### config.mk
export PLATFORM = sky130hd
export DESIGN_NAME = alu_mul_sequencer
export DESIGN_NICKNAME = d
export VERILOG_FILES = /design/src/rtl/alu_mul_sequencer.sv
export SDC_FILE = /design/constraint.sdc
export NUM_CORES = 1
export LEC_CHECK = 0
export CAP_MARGIN = 20
export CORE_ASPECT_RATIO = 0.6
export CORE_UTILIZATION = 49
export CTS_CLUSTER_DIAMETER = 40
export DETAILED_ROUTE_END_ITERATION = 8
export PLACE_DENSITY = 0.87
export SLEW_MARGIN = 10
export SYNTH_ARGS = -nofsm -noshare
export SYNTH_HDL_FRONTEND = slang
export SYNTH_SLANG_ARGS = --single-unit
### constraint.sdc
create_clock -name clock -period 2.7 [get_ports clock]
set_input_delay 0.405 -clock clock [delete_from_list [all_inputs] [get_ports clock]]
set_output_delay 0.405 -clock clock [all_outputs]
set_load 0.03 [all_outputs]
### src/rtl/alu_mul_sequencer.sv
// alu_mul_sequencer: shift-add multiplier that borrows the LEGv8 ALU for every add and shift step
module alu_mul_sequencer #(
  parameter int WIDTH = 64
) (
  input  logic             clock,
  input  logic             reset,
  input  logic             start,
  output logic             ready,
  input  logic [WIDTH-1:0] mcand_in,
  input  logic [WIDTH-1:0] mplr_in,
  output logic [WIDTH-1:0] result,
  output logic             result_valid,
  input  logic             result_ack,
  output logic             carry_flag,
  output logic [WIDTH-1:0] alu_A,
  output logic [WIDTH-1:0] alu_B,
  output logic [4:0]       alu_FS,
  output logic             alu_C0,
  input  logic [WIDTH-1:0] alu_F,
  input  logic [3:0]       alu_status
);
  localparam int CW = $clog2(WIDTH + 1);
  localparam logic [4:0] FS_OR = 5'b00100, FS_ADD = 5'b01000, FS_LSL = 5'b10000,
                         FS_LSR = 5'b10100, FS_ZERO = 5'b11000;
  typedef enum logic [2:0] {IDLE, CHECK, ADD, SHL, SHR, DONE} state_t;
  state_t state_q, state_d;
  logic [WIDTH-1:0] mcand_q, mcand_d, mplr_q, mplr_d, prod_q, prod_d, a_d, b_d;
  logic [CW-1:0] cnt_q, cnt_d;
  logic carry_d;
  logic [4:0] fs_d;
  logic unused_ok;
  assign unused_ok = ^{alu_status[3], alu_status[1]};
  assign alu_C0 = 1'b0;
  always_comb begin
    state_d = state_q;
    mcand_d = mcand_q;
    mplr_d  = mplr_q;
    prod_d  = prod_q;
    cnt_d   = cnt_q;
    carry_d = carry_flag;
    case (state_q)
      IDLE: if (start) begin
        mcand_d = mcand_in;
        mplr_d  = mplr_in;
        prod_d  = '0;
        cnt_d   = '0;
        carry_d = 1'b0;
        state_d = CHECK;
      end
      CHECK: state_d = (alu_status[0] || cnt_q == CW'(WIDTH)) ? DONE : mplr_q[0] ? ADD : SHL;
      ADD: begin
        prod_d  = alu_F;
        carry_d = carry_flag | alu_status[2];
        state_d = SHL;
      end
      SHL: begin
        mcand_d = alu_F;
        state_d = SHR;
      end
      SHR: begin
        mplr_d  = alu_F;
        cnt_d   = cnt_q + 1'b1;
        state_d = CHECK;
      end
      DONE: if (result_ack && result_valid) state_d = IDLE;
      default: state_d = IDLE;
    endcase
    // ALU drive is registered, so it is derived from the state and operands of the coming cycle
    a_d  = (state_d == CHECK || state_d == SHR) ? mplr_d :
           (state_d == ADD) ? prod_d : (state_d == SHL) ? mcand_d : '0;
    b_d  = (state_d == ADD) ? mcand_d : (state_d == SHL || state_d == SHR) ? WIDTH'(1) : '0;
    fs_d = (state_d == CHECK) ? FS_OR : (state_d == ADD) ? FS_ADD :
           (state_d == SHL) ? FS_LSL : (state_d == SHR) ? FS_LSR : FS_ZERO;
  end
  always_ff @(posedge clock) begin
    if (reset) begin
      state_q      <= IDLE;
      mcand_q      <= '0;
      mplr_q       <= '0;
      prod_q       <= '0;
      cnt_q        <= '0;
      carry_flag   <= 1'b0;
      ready        <= 1'b1;
      result       <= '0;
      result_valid <= 1'b0;
      alu_A        <= '0;
      alu_B        <= '0;
      alu_FS       <= FS_ZERO;
    end else begin
      state_q      <= state_d;
      mcand_q      <= mcand_d;
      mplr_q       <= mplr_d;
      prod_q       <= prod_d;
      cnt_q        <= cnt_d;
      carry_flag   <= carry_d;
      ready        <= state_d == IDLE;
      result       <= (state_q == DONE && !result_valid) ? prod_q : result;
      result_valid <= state_q == DONE && state_d == DONE;
      alu_A        <= a_d;
      alu_B        <= b_d;
      alu_FS       <= fs_d;
    end
  end
endmodule

Word-level counts from Yosys, hierarchy flattened:

Cells that the tools add are included.

* reductions and logical operators: 14
* muxes and demuxes: 24
* add/subtract/negate cells: 1
* bitwise gates (word level): 1
* equality and inequality tests: 12

Operators by type and width (count)
* $mux W64: 7
* $pmux W64 S2: 3
* $pmux W3 S6: 1
* $pmux W7 S2: 1
* $eq A3 B2 Y1 const B: 4
* $eq A3 B3 Y1 const B: 4
* $mux W5: 2
* $mux W3: 3
* $mux W4: 2
* $add A7 B1 Y7 const B: 1
* $eq A7 B7 Y1 const B: 1
* $mux W7: 1
* $eq A3 B1 Y1 const B: 2
* $logic_not A3 Y1: 2
* $reduce_and A2 Y1: 2
* $reduce_bool A2 Y1: 2
* $reduce_or A4 Y1: 1
* $logic_and A1 B1 Y1: 3
* $logic_or A1 B1 Y1: 3
* $mux W1: 3
* $ne A2 B2 Y1 const B: 1
* $pmux W1 S2: 1
* $logic_not A1 Y1: 1
* $or A1 B1 Y1: 1

* register bits: 402
* bits of input ports: 200
* word-level logic and storage cells: 65
* output and inout bits: 201

Longest topological paths before layout:

* depth after elaboration: 9
* mapped depth: 9
* depth with buffers taken out: 7

Least setup slack after synthesis:

OpenSTA, ideal clock, no wires.

* path type: reg2reg
* start: reg cnt_q[0]
* end: reg alu_A[24]
* path buffers: 2
* setup time: 0.087 ns
* required time: 2.613 ns
* stages on the path, launching flop included: 10
* clock period less this slack: 2.042 ns
* arrival time: 1.955 ns
* setup slack: 0.658 ns
* path through: dfxtp_1 > inv_1 > ha_1 > nor2b_1 > a21oi_1 > and3_1 > buf_2 > buf_1 > a21oi_1 > a221oi_2

* longest elaborated chain between the ends: 8
* elaborated cells between the ends (all ways): 12
* classes of those cells: eq/ne: 5; mux: 5; reduce/logical: 2

Ends and longest elaborated chain
* start: declaration: RTL line 28 `logic [CW-1:0] cnt_q, cnt_d;`
* start signal: assignment: RTL line 94 `cnt_q <= cnt_d;`
* $eq A7 B7 Y1 (*): RTL line 50 `CHECK: state_d = (alu_status[0] || cnt_q == CW'(WIDTH)) ? DONE : mplr_q[0] ? ADD : SHL;`
* $logic_or A1 B1 Y1 (*): RTL line 50
* $mux W3 (*): RTL line 50
* $pmux W3 S6 (*): RTL line 41 `case (state_q)`
* $eq A3 B2 Y1: RTL line 70 `(state_d == ADD) ? prod_d : (state_d == SHL) ? mcand_d : '0;`
* $mux W64 (2 in a row): RTL line 70
* $mux W64 (*): RTL line 69 `a_d = (state_d == CHECK || state_d == SHR) ? mplr_d :`
* end signal: assignment: RTL line 86 `alu_A <= '0;`
* end signal: assignment: RTL line 99 `alu_A <= a_d;`
* end: declaration: RTL line 15 `output logic [WIDTH-1:0] alu_A,`

Mark *: on every way between the ends. The rest lies on a longest branch, timed or not.
A chain may end at the register's enable or synchronous reset.

Worst setup path after layout:

* start: reg cnt_q[2]
* end: reg alu_A[3]

The elaborated chain is that of the path after synthesis.

==> results.json <==
{
  "clk_pin_slew_ps": 60,
  "setup_viol": 0,
  "worstPathArrival_ps": 2860,
  "dieArea_sq_um": 32600,
  "std_cell_rows": 50,
  "critPathKind": "register to register",
  "via_per_inst": 5.96,
  "path_cells": "nor4b_1 -> a21oi_1 -> a311oi_4 -> buf_12 -> nand2b_1 -> a221oi_1",
  "finalNetCount": 2262,
  "final_antenna_net_count": 0,
  "netlist_instances": 1730,
  "start_util": 0.499,
  "clock.fmax_mhz": 410,
  "async_flop_share": 0,
  "vdd_drop_max_v": 0.000537,
  "hold_buffers": 0,
  "setup_ws_ps": 263,
  "core-area_sq_um": 31200,
  "grt_pass1_vias": 14900,
  "fin_crit_sh": 0.903,
  "final_common_cell": "dfxtp_1",
  "ys_warn_count": 0,
  "rsz0062_at_grt": "no",
  "syn_area_sq_um": 15600,
  "cts_buffers": 39,
  "drv_cap": 0,
  "synth_edf_count": 0,
  "worst_slew_pin_slew_ps": 1010,
  "drtIter0Drc": 1565,
  "wl_per_cell_um": 21.5,
  "layout_common_cells": "dfxtp_1, clkdlybuf4s50_1, a21oi_1, nand2_1, nor2_1",
  "avgSynthCellArea_sq_um": 9.01,
  "area_growth_pct": 38.1,
  "hp-class": "input pin to register",
  "io_buffers": 395,
  "die_h_um": 140,
  "status": "finished, final reports clean",
  "critPathTopFamily": "compound AO/OA/AOI/OAI gates",
  "end_kind": "register",
  "postCtsSetupRepairBufs": 0,
  "timing_hold_violations_final": 0,
  "seq_area_sq_um": 8010,
  "antenna_found_initial": 2,
  "setup_tns_ps": 0,
  "drive_gt1_frac": 0.0838,
  "p_total_mw": 15.2,
  "place_hpwl_um": 34700,
  "dp_slack_ps": 98.6,
  "track_usage": 0.322,
  "hold_slack_ps": 229,
  "power.leakage_nw": 7.70,
  "overflow": 0,
  "synth.distinct_cells": 40,
  "cts_tree": "done",
  "grt_max_degree": 117,
  "grt_pass1_wl_um": 82800,
  "cpPeakStageDelay_ps": 500,
  "route.vias.total": 14900,
  "clockBufferDepth": 3,
  "clock_skew_ps": 10.3,
  "fillers": 2302,
  "crit_fanout": 35,
  "synth_top_flop_cell": "dfxtp_1",
  "drc": 0,
  "gp_congestion": 0.902,
  "die_x_um": 232,
  "wl_um": 53800,
  "cts-root-buf": "clkbuf_16",
  "boundaryPins": 401,
  "multi_input_area_sq_um": 7020,
  "seq_area_frac_synth": 0.514,
  "worstSkewPairLatency_ps": 530,
  "relSlewSlack": 0.327,
  "critical-path-slowest-cell": "nor4b_1",
  "synth-seq-cells": 400,
  "dr.pass1.iters": 5,
  "drv_slew": 0,
  "fin_crit_ps": 2440,
  "post-route-util": 0.690,
  "powerDensity_nw_per_um2": 704,
  "crit_required_ps": 3120,
  "cts_sinks": 400,
  "post_cts_resized": 0,
  "cp-start-kind": "register",
  "htree_levels": 2,
  "crit_buf_inv": 1
}
## metal layers
| metal | up-vias | GRT usage | part of all wire |
|---|---|---|---|
| li1 | 6722 | - | - |
| met1 | 7137 | 0.428 | 0.41 |
| met2 | 920 | 0.499 | 0.45 |
| met3 | 154 | 0.0686 | 0.10 |
| met4 | 0 | 0.151 | 0.042 |
| met5 | - | 0 | 0 |
## layout make-up
| class | instances | share of cell area |
|---|---|---|
| repair buffers | 446 | 0.214 |
| clock buffers | 55 | 0.0548 |
| well taps | 416 | 0.0242 |
| clock inverters | 14 | 0.00784 |
| inverters | 3 | 0.000523 |
| multi-input cells | 1170 | 0.326 |
| diodes | 1 | 0.000116 |
| flip-flops and latches | 400 | 0.372 |
## worst paths after layout
check,from,to,slack (ps),cells past startpoint
setup / recovery,cnt_q[2],alu_A[3],260,6
hold / removal,reset,prod_q[14],230,2
hold reg to reg,mplr_q[8],mplr_q[8],450,2
setup reg to reg,cnt_q[2],alu_A[3],260,6
## cells in the mapped netlist, types with 24 or more instances
cell type	count	area (sq um)
dfxtp_1	400	8010
buf_2	24	120
a21oi_1	265	1330
nor2_1	139	522
nor2b_1	67	419
o21ai_0	69	345
nand2_1	204	766
a22o_1	128	1120
a22oi_1	64	480
nand2b_1	127	795
a221oi_2	40	601
clkbuf_1	114	428
a221oi_1	25	219
## power breakdown
part           switching, mW  leakage, nW  total [mW]  internal, mW
Clock                   2.39        0.666        5.75          3.36
Combinational           1.77         3.78        2.99          1.22
Sequential             0.169         3.26        6.42          6.25
Total                   4.33         7.70        15.2          10.8
## cell families (layout without fill, tap and decap cells)
group	count (synthesis)	count (layout)	synth area share
flops	400	400	0.514
fa+ha+maj	2	2	0.00161
other cells	1	4	0.000241
compound gates	604	604	0.269
mux	2	2	0.00144
buf+inv	162	518	0.0424
simple gates	559	559	0.171
## state kept, by name (all words and copies together), names as in the netlist
name          flops
alu_A            64
alu_B            64
mcand_q          64
mplr_q           64
prod_q           64
result           64
cnt_q             7
alu_FS            3
state_q           3
carry_flag        1
ready             1
result_valid      1
## stage by stage
step	instances	cell area, sq um
CTS	2504	21500
detailed placement	2435	20200
floorplan	1732	15600
finish	2505	21500
global placement	2435	20200
global route	2505	21500
(Power assumes the default switching activity.)
